**src/rtl/calc_entry_pkg.sv**
```systemverilog
// Purpose : shared key codes, entry-state encoding and operand width helper
//           for the calculator operand-entry block.
// Latency : n/a (package).
// Backpressure: n/a (package).
package calc_entry_pkg;

    localparam logic [4:0] KEY_OP_FIRST = 5'd10;
    localparam logic [4:0] KEY_OP_LAST  = 5'd13;
    localparam logic [4:0] KEY_EQ       = 5'd14;
    localparam logic [4:0] KEY_SIGN     = 5'd15;
    localparam logic [4:0] KEY_CLR      = 5'd16;
    localparam logic [4:0] KEY_BS       = 5'd18;

    typedef enum logic [1:0] {
        ENTER_A  = 2'd0,
        WAIT_B   = 2'd1,
        ENTER_B  = 2'd2,
        SHOW_RES = 2'd3
    } entry_state_t;

    // Signed BCD operand width: sign bit plus four bits per digit.
    function automatic int ow(input int digits);
        return 4 * digits + 1;
    endfunction

endpackage

```
**src/rtl/key_press_detect.sv**
```systemverilog
// Purpose : registers the decoded key and flags a new press (idle -> key edge).
// Latency : key sampled at edge N appears on o_key_q; o_press valid in the cycle after edge N.
// Backpressure: none; every key change is sampled every cycle.
//
// Ports:
//   clk, rst_n   clock / async active-low reset
//   i_key_code   decoded key code from the keypad decoder
//   o_key_q      registered key code
//   o_press      high when o_key_q is a key and the previous sample was idle
module key_press_detect #(
    parameter logic [4:0] NO_KEY = 5'd17
) (
    input  logic       clk,
    input  logic       rst_n,
    input  logic [4:0] i_key_code,
    output logic [4:0] o_key_q,
    output logic       o_press
);

    logic [4:0] r_key_q;
    logic [4:0] r_key_prev;

    always_ff @(posedge clk or negedge rst_n) begin
        if (!rst_n) begin
            r_key_q    <= NO_KEY;
            r_key_prev <= NO_KEY;
        end else begin
            r_key_q    <= i_key_code;
            r_key_prev <= r_key_q;
        end
    end

    // A key-to-key change without an idle sample in between is not a press.
    assign o_press = (r_key_q != NO_KEY) && (r_key_prev == NO_KEY);
    assign o_key_q = r_key_q;

endmodule

```
**src/rtl/calc_operand_entry.sv**
```systemverilog
// Purpose : keypad-to-signed-BCD operand entry (A, B, opcode) with chaining from ALU result.
// Latency : key sampled at edge N acts at edge N+1; key_strobe high in the cycle after edge N+1.
// Backpressure: none; one action per press, held keys act once.
//
// Ports:
//   clk, rst_n   clock / async active-low reset
//   key_code     decoded key (0-9 digit, 10-13 op, 14 eq, 15 sign, 16 clear, 18 backspace)
//   result       signed BCD result from the ALU, loaded into A on equals/chained op
//   operand_a/b  signed BCD operands (MSB = sign, 1 = negative)
//   opcode       ALU operation code (10-13)
//   entry_state  current entry phase, used for display selection
//   digit_ovf    sticky flag: a digit was dropped because the operand was full
//   key_strobe   one-cycle pulse per accepted press
// Optional feature: define CALC_ENTRY_BACKSPACE_EN to build the backspace key (18).
module calc_operand_entry
    import calc_entry_pkg::*;
#(
    parameter int         DIGITS = 5,
    parameter logic [4:0] NO_KEY = 5'd17,
    localparam int        OW     = calc_entry_pkg::ow(DIGITS)
) (
    input  logic          clk,
    input  logic          rst_n,
    input  logic [4:0]    key_code,
    input  logic [OW-1:0] result,
    output logic [OW-1:0] operand_a,
    output logic [OW-1:0] operand_b,
    output logic [3:0]    opcode,
    output logic [1:0]    entry_state,
    output logic          digit_ovf,
    output logic          key_strobe
);

    localparam int CW = $clog2(DIGITS + 1);
    localparam int DW = 4 * DIGITS;

    logic [4:0]    w_key_q;
    logic          w_press;

    entry_state_t  r_state,  w_state_nxt;
    logic [OW-1:0] r_a,      w_a_nxt;
    logic [OW-1:0] r_b,      w_b_nxt;
    logic [3:0]    r_op,     w_op_nxt;
    logic [CW-1:0] r_cnt,    w_cnt_nxt;
    logic          r_ovf,    w_ovf_nxt;
    logic          r_strobe, w_strobe_nxt;

    key_press_detect #(.NO_KEY(NO_KEY)) u_press (
        .clk        (clk),
        .rst_n      (rst_n),
        .i_key_code (key_code),
        .o_key_q    (w_key_q),
        .o_press    (w_press)
    );

    logic          w_is_digit;
    logic          w_is_op;
    logic          w_is_bs;
    logic          w_key_valid;
    logic [3:0]    w_d;
    logic          w_full;
    logic [CW-1:0] w_cnt_app;
    logic [CW-1:0] w_cnt_first;

    assign w_d        = w_key_q[3:0];
    assign w_is_digit = (w_key_q < KEY_OP_FIRST);
    assign w_is_op    = (w_key_q >= KEY_OP_FIRST) && (w_key_q <= KEY_OP_LAST);
`ifdef CALC_ENTRY_BACKSPACE_EN
    assign w_is_bs    = (w_key_q == KEY_BS);
`else
    assign w_is_bs    = 1'b0;
`endif
    assign w_key_valid = (w_key_q <= KEY_CLR) || w_is_bs;

    assign w_full      = (r_cnt == CW'(DIGITS));
    // Leading zeros on an empty operand do not consume a digit slot.
    assign w_cnt_app   = ((r_cnt == '0) && (w_d == 4'd0)) ? r_cnt : r_cnt + CW'(1);
    assign w_cnt_first = CW'(w_d != 4'd0);

    always_comb begin
        w_state_nxt  = r_state;
        w_a_nxt      = r_a;
        w_b_nxt      = r_b;
        w_op_nxt     = r_op;
        w_cnt_nxt    = r_cnt;
        w_ovf_nxt    = r_ovf;
        w_strobe_nxt = 1'b0;

        if (w_press && w_key_valid) begin
            w_strobe_nxt = 1'b1;
            if (w_key_q == KEY_CLR) begin
                w_a_nxt     = '0;
                w_b_nxt     = '0;
                w_op_nxt    = '0;
                w_cnt_nxt   = '0;
                w_ovf_nxt   = 1'b0;
                w_state_nxt = ENTER_A;
            end else begin
                unique case (r_state)
                    ENTER_A: begin
                        if (w_is_digit) begin
                            if (w_full) begin
                                w_ovf_nxt = 1'b1;
                            end else begin
                                w_a_nxt   = {r_a[OW-1], r_a[DW-5:0], w_d};
                                w_cnt_nxt = w_cnt_app;
                            end
                        end else if (w_is_op) begin
                            w_op_nxt    = w_key_q[3:0];
                            w_state_nxt = WAIT_B;
                        end else if (w_key_q == KEY_SIGN) begin
                            w_a_nxt[OW-1] = ~r_a[OW-1];
                        end else if (w_is_bs && (r_cnt != '0)) begin
                            w_a_nxt   = {r_a[OW-1], 4'd0, r_a[DW-1:4]};
                            w_cnt_nxt = r_cnt - CW'(1);
                        end
                    end
                    WAIT_B: begin
                        if (w_is_digit) begin
                            // First digit of B replaces the digits; a sign toggled while waiting is kept.
                            w_b_nxt     = {r_b[OW-1], {(DW-4){1'b0}}, w_d};
                            w_cnt_nxt   = w_cnt_first;
                            w_state_nxt = ENTER_B;
                        end else if (w_is_op) begin
                            w_op_nxt = w_key_q[3:0];
                        end else if (w_key_q == KEY_SIGN) begin
                            w_b_nxt[OW-1] = ~r_b[OW-1];
                        end
                    end
                    ENTER_B: begin
                        if (w_is_digit) begin
                            if (w_full) begin
                                w_ovf_nxt = 1'b1;
                            end else begin
                                w_b_nxt   = {r_b[OW-1], r_b[DW-5:0], w_d};
                                w_cnt_nxt = w_cnt_app;
                            end
                        end else if (w_is_op) begin
                            // Chained operation: the pending result becomes the new A.
                            w_a_nxt     = result;
                            w_b_nxt     = '0;
                            w_cnt_nxt   = '0;
                            w_op_nxt    = w_key_q[3:0];
                            w_state_nxt = WAIT_B;
                        end else if (w_key_q == KEY_EQ) begin
                            w_a_nxt     = result;
                            w_b_nxt     = '0;
                            w_cnt_nxt   = '0;
                            w_state_nxt = SHOW_RES;
                        end else if (w_key_q == KEY_SIGN) begin
                            w_b_nxt[OW-1] = ~r_b[OW-1];
                        end else if (w_is_bs && (r_cnt != '0)) begin
                            w_b_nxt   = {r_b[OW-1], 4'd0, r_b[DW-1:4]};
                            w_cnt_nxt = r_cnt - CW'(1);
                        end
                    end
                    SHOW_RES: begin
                        if (w_is_digit) begin
                            w_a_nxt     = {1'b0, {(DW-4){1'b0}}, w_d};
                            w_b_nxt     = '0;
                            w_cnt_nxt   = w_cnt_first;
                            w_state_nxt = ENTER_A;
                        end else if (w_is_op) begin
                            w_op_nxt    = w_key_q[3:0];
                            w_state_nxt = WAIT_B;
                        end else if (w_key_q == KEY_SIGN) begin
                            w_a_nxt[OW-1] = ~r_a[OW-1];
                        end
                    end
                    default: w_state_nxt = ENTER_A;
                endcase
            end
        end
    end

    always_ff @(posedge clk or negedge rst_n) begin
        if (!rst_n) begin
            r_state  <= ENTER_A;
            r_a      <= '0;
            r_b      <= '0;
            r_op     <= '0;
            r_cnt    <= '0;
            r_ovf    <= 1'b0;
            r_strobe <= 1'b0;
        end else begin
            r_state  <= w_state_nxt;
            r_a      <= w_a_nxt;
            r_b      <= w_b_nxt;
            r_op     <= w_op_nxt;
            r_cnt    <= w_cnt_nxt;
            r_ovf    <= w_ovf_nxt;
            r_strobe <= w_strobe_nxt;
        end
    end

    assign operand_a   = r_a;
    assign operand_b   = r_b;
    assign opcode      = r_op;
    assign entry_state = r_state;
    assign digit_ovf   = r_ovf;
    assign key_strobe  = r_strobe;

endmodule
```
**config.mk**
```make
export PLATFORM = sky130hd
export DESIGN_NAME = calc_operand_entry
export DESIGN_NICKNAME = d
export VERILOG_FILES = /design/src/rtl/calc_entry_pkg.sv /design/src/rtl/key_press_detect.sv /design/src/rtl/calc_operand_entry.sv
export SDC_FILE = /design/constraint.sdc
export NUM_CORES = 1
export LEC_CHECK = 0
export CORE_MARGIN = 4
export CORE_UTILIZATION = 45
export CTS_CLUSTER_SIZE = 8
export DETAILED_ROUTE_END_ITERATION = 7
export PLACE_DENSITY = 0.78
export SYNTH_ARGS = -nofsm -noshare
export SYNTH_HDL_FRONTEND = slang
export SYNTH_SLANG_ARGS = --single-unit
```
**constraint.sdc**
```tcl
create_clock -name clk -period 2.15 [get_ports clk]
set_input_delay 0.5375 -clock clk [delete_from_list [all_inputs] [get_ports clk]]
set_output_delay 0.5375 -clock clk [all_outputs]
set_load 0.02 [all_outputs]
```
==> flow_metrics.tcl <==
set metrics [dict create \
    status "finished, final reports clean" \
    port_buffers 77 \
    clk_pin_slew_ns 0.08 \
    grt_pass1_wl_um 13600 \
    slew-limit-headroom_pct 52.9 \
    max_cap_viol_count 0 \
    multi_input_area_um2 1530 \
    layout-drive-gt1-share_pct 21.0 \
    p_comb_share_pct 21.2 \
    vdd_drop_max_uv 430 \
    max_slew.worst_pin.slew_ns 0.704 \
    rsz0062_at_grt "true" \
    critPathLaunch "u_press.o_key_q[0]$_DFF_PN1_" \
    start_kind "flip-flop" \
    layout_setup_ws_ns 0.0691 \
    clockPowerShare_pct 37.3 \
    grt_max_degree 64 \
    ys_seq_area_share_pct 47.4 \
    crit_path_end_kind "flip-flop" \
    critPathRequiredTime_ns 2.41 \
    ant_nets 0 \
    crit_path_max_fanout 10 \
    p_leak_uw 0.00179 \
    fp-row-count 31 \
    synthArstFlopShare_pct 100 \
    core_um2 7210 \
    dpl_cell_area_um2 4320 \
    synthToLayoutAreaGrowth_pct 37.6 \
    pwr-share-seq_pct 41.5 \
    synth_nets 333 \
    syn-instance-count 302 \
    cts_root_buf "clkbuf_8" \
    die-area_um2 8850 \
    r2r_end "operand_b[19]$_DFFE_PN0P_" \
    synthAdderAreaFrac_pct 1.13 \
    hp-class "in -> async" \
    r2r_start "u_press.o_key_q[0]$_DFF_PN1_" \
    place.gp.congestion 1.02 \
    ys.flop_type "dfrtp_1" \
    dp_cells 487 \
    clock_latency_ns 0.35 \
    reg2reg_depth 6 \
    synth-compound-area-share_pct 23.0 \
    routedWlPerCell_um 16.5 \
    final_cells 504 \
    cts_hold_buffers 0 \
    synth_xor_area_share_pct 0.526 \
    period_needed_ns 2.08 \
    finClkSkew_ns 0.0128 \
    syn_area_per_cell_um2 11.0 \
    pwr_density_cell_nw_per_um2 694 \
    synth_edf_count 0 \
    pre_cts_slack_ns -0.0813 \
    overflow 0 \
    fmax_mhz 481 \
    r2r_setup_slack_ns 0.07 \
    yosys_warnings 0 \
    synth_seq_cells 63 \
    track_usage_pct 20.0 \
    switchingPower_uw 943 \
    min_period_over_period_pct 96.8 \
    intPower_uw 2240 \
    grt_pass1_vias 2800 \
    h-tree-depth 3 \
    clockBufferDepth 2 \
    place_hpwl_um 6040 \
    grt_antenna_before_repair 0 \
    critPathKind "reg -> reg" \
    die_h_um 94.1 \
    nets 431 \
    die_x_um 94.1 \
    cts_tree "yes" \
    hold_viol 0 \
    vias 2723 \
    drc 0 \
    n_antenna_cell 0 \
    ioPinCount 78 \
    drtIter0Drc 151 \
    firstDrtPassIters 4 \
    cts_buffers 9 \
    ys_types 61 \
    setup_viol 0 \
    fin_area_um2 4590 \
    slew_violations 0 \
    postLayoutCoreUtil_pct 63.6 \
    synth-simple-area-share_pct 11.8 \
    seq_area_um2 1580 \
    synth_area_um2 3330 \
    synthMuxAreaShare_pct 9.23 \
    synth_top_family_by_area "compound AO/OA/AOI/OAI gates" \
    cts.sinks 63 \
    arrival_ns 2.34 \
    drt_wl_total_um 8330 \
    p_sw_share_pct 29.6 \
    nFillCells 608 \
    start_util_pct 46.2 \
    via_per_inst 5.40 \
]
==> critical path, stage by stage (launching register included) <==
cell and delay, ns:
dfstp_2 0.46, o41ai_4 0.40, nand3_2 0.14, a221o_1 0.31, a31oi_4 0.28, buf_6 0.20, mux2i_1 0.20
==> area by class of cell <==
| class | instances | area share [%] |
|---|---|---|
| clock inverter | 6 | 2.02 |
| multi-input combinational | 195 | 33.5 |
| inverter | 25 | 2.05 |
| timing repair buffer | 106 | 22.2 |
| sequential | 63 | 34.5 |
| tap | 99 | 2.70 |
| clock buffer | 10 | 3.00 |
==> synth_stat cells, drive strengths merged, types with 4 or more instances <==
cell type,instances,area (µm²)
o31ai,4,30.0
dfrtp,59,1480
a31oi,6,58.8
clkbuf,5,18.8
o2bb2ai,20,231
nand3,7,40.0
nand2,34,130
dfstp,4,105
buf,14,116
o21ai,11,55.1
nor3,4,36.3
a21oi,12,67.6
nor2,9,33.8
mux2i,21,210
mux2,8,97.6
a22oi,18,135
inv,25,93.8
==> routing by layer <==
layer	share of wire (%)	track usage [%]	vias up	wire length, µm
li1	-	-	1295	-
met1	43	25.8	1309	3590
met2	48	31.9	105	4010
met3	6.9	5.29	14	573
met4	2.0	7.70	0	166
met5	0	0	-	0
==> cells by family (layout without fill, tap and decap cells) <==
family          after synthesis  after routing
xor+xnor                      2              2
flops                        63             63
mux                          29             29
simple gates                 72             72
buf+inv                      44            147
fa+ha+maj                     3              3
compound gates               89             89
==> registers in the layout, summed over array words and instances, names as in the netlist, 2 cells and up <==
name and flops:
u_press.o_key_q 5, operand_a 21, entry_state 2, u_press.r_key_prev 5
operand_b 21, opcode 4, r_cnt 3
==> cells in the final DEF, fill, tap and decap left out, drive strengths merged, types with 6 or more instances in the layout <==
cell type      count
a31oi              6
clkdlybuf4s50     76
nand3              7
nand2             34
clkbuf            10
mux2               8
nor2               9
o21ai             11
inv               26
buf               30
o2bb2ai           20
mux2i             21
a22oi             18
dfrtp             59
a21oi             12
==> power by group through the flow <==
stage          clock, µW  sequential (µW)  combinational, µW
2_1_floorplan          0             1360                347
3_3_place_gp           0             1340                659
3_5_place_dp           0             1340                664
4_1_cts             1210             1320                669
5_1_grt             1260             1330                731
6_report            1190             1320                674
==> through the flow <==
step | TNS [ns] | total power [µW] | hold slack [ns]
2_1_floorplan | 0 | 1700 | 0.242
3_3_place_gp | 0 | 2000 | 0.472
3_5_place_dp | -0.219 | 2010 | 0.481
4_1_cts | -0.0193 | 3200 | 0.207
5_1_grt | -0.0597 | 3330 | 0.215
6_report | 0 | 3180 | 0.183
==> worst max path at each step <==
| stage | endpoint | slack [ns] | cells past startpoint |
|---|---|---|---|
| 6_report | operand_b[19]$_DFFE_PN0P_ | 0.07 | 6 |
| 5_1_grt | operand_b[18]$_DFFE_PN0P_ | -0.02 | 6 |
| 4_1_cts | operand_b[17]$_DFFE_PN0P_ | -0.01 | 6 |
| 3_5_place_dp | operand_a[1]$_DFFE_PN0P_ | -0.08 | 4 |
| 3_3_place_gp | operand_a[0]$_DFFE_PN0P_ | 0.01 | 4 |
| 2_1_floorplan | operand_b[1]$_DFFE_PN0P_ | 0.09 | 6 |
==> repair_timing <==
action / 4_1_cts / 5_1_grt
setup endpoints to repair: 8 / 39
buffers inserted: 0 / 1
gates resized for setup: 1 / 6
pin swaps: 1 / 1
(Power assumes the default switching activity.)
